File: config.mk
export PLATFORM = sky130hd
export DESIGN_NAME = controlador_de_interrupcao
export DESIGN_NICKNAME = d
export VERILOG_FILES = /design/src/rtl/controlador_de_interrupcao.sv
export SDC_FILE = /design/constraint.sdc
export NUM_CORES = 1
export LEC_CHECK = 0
export CORE_MARGIN = 2
export CORE_UTILIZATION = 60
export DETAILED_ROUTE_END_ITERATION = 8
export PLACE_DENSITY = 0.92
export SLEW_MARGIN = 20
export SYNTH_ARGS = -nofsm -noshare
export SYNTH_HDL_FRONTEND = slang
export SYNTH_SLANG_ARGS = --single-unit
File: constraint.sdc
create_clock -name clk -period 5 [get_ports clk]
set_input_delay 0.5 -clock clk [delete_from_list [all_inputs] [get_ports clk]]
set_output_delay 0.5 -clock clk [all_outputs]
set_load 0.05 [all_outputs]
File: src/rtl/controlador_de_interrupcao.sv
// Interrupt front end: debounced INSERT-key input request plus the user-mode
// quantum timer that raises the preemption request.
module controlador_de_interrupcao #(
  parameter int unsigned DEBOUNCE_CYCLES = 16,
  parameter int unsigned QUANTUM         = 1024,
  parameter int unsigned QW              = 16
) (
  input  logic       clk,
  input  logic       rst,
  input  logic       key,
  input  logic       isIn,
  input  logic       mode,
  input  logic       timerAck,
  output logic       intr,
  output logic       timerIrq,
  output logic [1:0] intc,
  output logic       busy
);

  localparam int unsigned DW = (DEBOUNCE_CYCLES > 1) ? $clog2(DEBOUNCE_CYCLES) : 1;
  localparam logic [DW-1:0] DLAST = DW'(DEBOUNCE_CYCLES - 1);
  localparam logic [QW-1:0] QLAST = QW'(QUANTUM - 1);

  typedef enum logic [1:0] {
    IDLE,
    DB_PRESS,
    PENDING,
    DB_REL
  } key_state_t;

  key_state_t    state, state_next;
  logic [DW-1:0] dcnt, dcnt_next, dcnt_inc;
  logic          sync1, sync2, ks;
  logic [QW-1:0] qcount;

  // Two-flop synchroniser; resets to the released level.
  always_ff @(posedge clk or negedge rst) begin
    if (!rst) begin
      sync1 <= 1'b1;
      sync2 <= 1'b1;
    end else begin
      sync1 <= key;
      sync2 <= sync1;
    end
  end

  assign ks       = ~sync2;
  assign dcnt_inc = dcnt + DW'(1);

  always_ff @(posedge clk or negedge rst) begin
    if (!rst) begin
      state <= IDLE;
      dcnt  <= '0;
    end else begin
      state <= state_next;
      dcnt  <= dcnt_next;
    end
  end

  // The IDLE->DB_PRESS edge already counts the first stable sample, so the
  // press leg completes on the incremented value; the release leg counts from
  // the first stable sample inside DB_REL, giving both legs 16 stable samples.
  always_comb begin
    state_next = state;
    dcnt_next  = dcnt;
    case (state)
      IDLE: begin
        dcnt_next = '0;
        if (ks) state_next = DB_PRESS;
      end
      DB_PRESS: begin
        if (!ks) begin
          dcnt_next  = '0;
          state_next = IDLE;
        end else if (dcnt_inc == DLAST) begin
          dcnt_next  = '0;
          state_next = PENDING;
        end else begin
          dcnt_next = dcnt_inc;
        end
      end
      PENDING: begin
        dcnt_next = '0;
        if (isIn) state_next = DB_REL;
      end
      DB_REL: begin
        if (ks) begin
          dcnt_next = '0;
        end else if (dcnt == DLAST) begin
          dcnt_next  = '0;
          state_next = IDLE;
        end else begin
          dcnt_next = dcnt_inc;
        end
      end
      default: begin
        dcnt_next  = '0;
        state_next = IDLE;
      end
    endcase
  end

  // Kernel mode has priority over both expiry and acknowledge.
  always_ff @(posedge clk or negedge rst) begin
    if (!rst) begin
      qcount   <= '0;
      timerIrq <= 1'b0;
    end else if (!mode) begin
      qcount   <= '0;
      timerIrq <= 1'b0;
    end else if (timerIrq) begin
      qcount <= '0;
      if (timerAck) timerIrq <= 1'b0;
    end else if (qcount == QLAST) begin
      qcount   <= '0;
      timerIrq <= 1'b1;
    end else begin
      qcount <= qcount + QW'(1);
    end
  end

  assign intr = (state == PENDING);
  assign busy = (state != IDLE);
  assign intc = {intr, timerIrq};

endmodule

* Yosys cells after proc, flatten, opt, wreduce, memory -nomap -nowiden
Index checks and enable logic that the tools add are counted.
Storage, ports and cells: output and inout port bits 5, input bits 6, logic and storage cells 42, register bits 25
Cells by class: equal/unequal tests 11, $add $sub $neg 2, multiplexer cells 19, reductions and logical operators 4
Operator list (count):
- $mux W16 | 3
- $add A16 B1 Y16 const B | 1
- $eq A16 B10 Y1 const B | 1
- $mux W4 | 4
- $mux W2 | 6
- $pmux W4 S3 | 1
- $eq A4 B4 Y1 const B | 2
- $ne A2 B2 Y1 const B | 4
- $pmux W2 S4 | 1
- $reduce_and A5 Y1 | 1
- $add A4 B1 Y4 const B | 1
- $eq A2 B2 Y1 const B | 2
- $mux W1 | 4
- $ne A3 B3 Y1 const B | 1
- $eq A2 B1 Y1 const B | 1
- $logic_not A2 Y1 | 1
- $reduce_bool A2 Y1 | 1
- $reduce_or A2 Y1 | 1

* Depth between registers and ports, before layout
depth in word-level cells 5, gate-level depth with buffers 6, mapped depth without buffers 6

* Worst setup path before layout
Ideal clock, no wire load.
path type register -> output, start point register with a tool-made name, end point output intc[1], setup slack 2.953 ns, arrival time 1.547 ns, stages on the path, launching flop included 3, required time 4.500 ns, buffers on the path 1, cell sequence dfrtp_1 nor2b_1 buf_4
RTL lines:
- end, declared | line 16 | output logic [1:0] intc,

* Final worst setup path
start point register state[0], end point output intr
On the way: cells in the longest elaborated chain, start to end 1
RTL lines:
- start, declared | line 31 | key_state_t state, state_next;
- start signal, assigned | line 55 | state <= state_next;
- $eq A2 B2 Y1 | line 122 | assign intr = (state == PENDING);
- end, declared | line 14 | output logic intr,
No other way between the ends.

==> results_dict.tcl <==
set metrics [dict create \
    outcome "finished clean" \
    core_um2 2000 \
    slowest_stage "clkdlybuf4s50_1" \
    finalSetupViolCount 0 \
    n_antenna_cell 0 \
    fp.dieW_um 50.4 \
    r2r-end "qcount[12]$_DFF_PN0_" \
    synth_area_leader_cell "dfrtp_1" \
    fin_crit_sh_pct 47.2 \
    maxSlewViolCount 0 \
    clockBufferDepth 2 \
    ir_drop_mv 0.203 \
    hold_buffers 0 \
    rows 16 \
    post-dp-hpwl_mm 1.50 \
    total_power_uw 325 \
    r2r_start "qcount[0]$_DFF_PN0_" \
    synth_cells 129 \
    final_antenna_net_count 0 \
    max_slew_margin_pct 64.4 \
    fmaxAchievable_mhz 424 \
    path_max_fanout 9 \
    slowest_delay_ns 0.84 \
    crit_chain "nor2b_1, clkdlybuf4s50_1" \
    synth_ff_type "dfrtp_1" \
    synthToLayoutAreaGrowth_pct 9.88 \
    grt_pass1_wl_mm 4.04 \
    worst_slack_ns 2.64 \
    crit_path_end_kind "output pin" \
    worstSetupPathType "flip-flop to output pin" \
    holdWs_ns 0.135 \
    clkTransAtPathRegs_ns 0.14 \
    routed_wl_mm 2.19 \
    yosysWarnings 0 \
    h-tree-depth 1 \
    route.met3.wl_um 91 \
    firstDrtPassIters 4 \
    fillers 145 \
    async_reset_ff_share_pct 100 \
    rsz0062_at_grt "false" \
    synth-edff-count 0 \
    ys_ff_latch 25 \
    min_path_type "input port to asynchronous set/reset pin" \
    ys_types 38 \
    cts_tree "done" \
    gp_congestion 0.859 \
    cts-resized-gates 0 \
    path_buf_inv 1 \
    syn_nets 138 \
    root_buffer "clkbuf_4" \
    dr_wl_met2_mm 1.05 \
    synth_top_area_share_pct 44.6 \
    cts_buffers 3 \
    min_period_ns 2.36 \
    worstSkewPairLatency_ns 0.32 \
    grt_max_degree 26 \
    worst_pin_slew_ns 0.535 \
    drt-vias-per-instance 5.75 \
    antenna_found_initial 0 \
    port_buffers 10 \
    dieArea_um2 2540 \
    drtIter0Drc 37 \
    cp_data_required_time_ns 4.50 \
    p_leak_nw 0.599 \
    grt_pass1_vias 894 \
    final_util_pct 70.9 \
    highest_layer "met4" \
    dr_total_vias 954 \
    fin_cells 166 \
    dp_cells 162 \
    drv_cap 0 \
    overflow 0 \
    fin_nets 149 \
    grt_usage_pct 20.7 \
    reg2reg_depth 5 \
    hold_viol_final 0 \
    synth.most_common_cell "dfrtp_1" \
    skew_ns 0.00413 \
    die_y_um 50.4 \
    drc 0 \
    cts_setup_buffers 0 \
    r2r_setup_slack_ns 3.10 \
    syn_avg_cell_area_um2 10.0 \
    synth.area.top_cells "dfrtp_1 (45%), nor2_1 (5.8%), xnor2_1 (5.4%)" \
    postPlaceCellArea_um2 1390 \
    io_pins 11 \
    fin_area_um2 1420 \
    cts_sinks 25 \
    p_per_area_nw_per_um2 229 \
    ys_seq_area_share_pct 48.6 \
    cpLargestDelayFamily "buffers and inverters" \
    drt-met1-wl_mm 1.03 \
    drive_gt1_share_pct 8.63 \
    finalSetupTns_ns 0 \
    wl_per_cell_um 13.2 \
    critical_path_arrival_ns 1.86 \
    start_util_pct 64.5 \
    dp_slack_ns 3.01 \
    synthTopCellsByCount "dfrtp_1 (23), nor2_1 (20), nand3_1 (8), xnor2_1 (8)" \
    synth_area_um2 1290 \
    critPathLaunchType "flip-flop" \
]
-- worst max-delay path by stage --
stage	start	endpoint	cells after the start
6_report	state[0]$_DFFE_PN0P_	intr	2
5_1_grt	flip-flop	intc[1]	2
4_1_cts	flip-flop	intr	2
3_5_place_dp	state[0]$_DFFE_PN0P_	intr	2
3_3_place_gp	flip-flop	intc[1]	2
2_1_floorplan	flip-flop	intc[1]	2
-- cell type report --
cell class                      count  area [µm²]  share of cell area (%)
Clock inverter                      1        7.51                   0.529
Tap cell                           27        33.8                    2.38
Clock buffer                        3        22.5                    1.59
Sequential cell                    25         628                    44.3
Timing Repair Buffer               10        95.1                    6.70
Multi-Input combinational cell     93         606                    42.7
Inverter                            7        26.3                    1.85
-- cells in the final DEF (no fill, tap or decap) --
master	instances
dfstp_2	2
nand4_1	6
nand2_1	7
and3b_1	1
clkbuf_4	3
or3_4	1
a211oi_1	1
buf_2	1
nand3_1	8
o21a_1	1
or4_1	1
clkdlybuf4s50_1	9
a21oi_1	2
or3_1	1
nor3_1	2
a32oi_1	1
and3_1	1
xor2_1	7
or2_2	1
o21ba_2	1
nand4_2	1
xnor2_1	8
clkinvlp_4	1
ha_1	3
a22oi_1	1
nor2b_1	3
nor2_1	20
inv_1	7
o2111ai_1	1
a21boi_0	2
nand2b_1	1
nor3b_1	3
o31ai_1	1
o22ai_1	1
o21ai_4	1
dfrtp_1	23
and4_1	1
nor4_1	3
nand4b_1	1
-- sequential cells by signal (all words and copies together) (netlist names), named ones only --
name / flops
sync1: 1
sync2: 1
timerIrq: 1
qcount: 16
dcnt: 4
state: 1
-- routing by layer --
metal / vias up / GRT usage, %
li1: 464 / -
met1: 462 / 29.3
met2: 24 / 33.1
met3: 4 / 3.87
met4: 0 / 4.95
met5: - / 0
-- worst register-to-register path, stage by stage (launching register included) --
cell and delay (ns):
dfrtp_1 0.43, ha_1 0.24, nand4_2 0.18, or3_4 0.47
o21ai_4 0.37, nor2_1 0.11
-- power by group --
| part | internal, mW | switching [mW] |
|---|---|---|
| Clock | 0.0306 | 0.0614 |
| Sequential | 0.207 | 0.00500 |
| Combinational | 0.00872 | 0.0120 |
-- cell families after synthesis --
logic type	synth area share [%]
buffers and inverters	4.46
and+or+nand+nor	25.7
AOI/OAI and AO/OA	8.14
DFF	48.6
adders and majority gates	2.91
xor gates and xnor gates	10.2
Power figures use the tool's default switching activity.
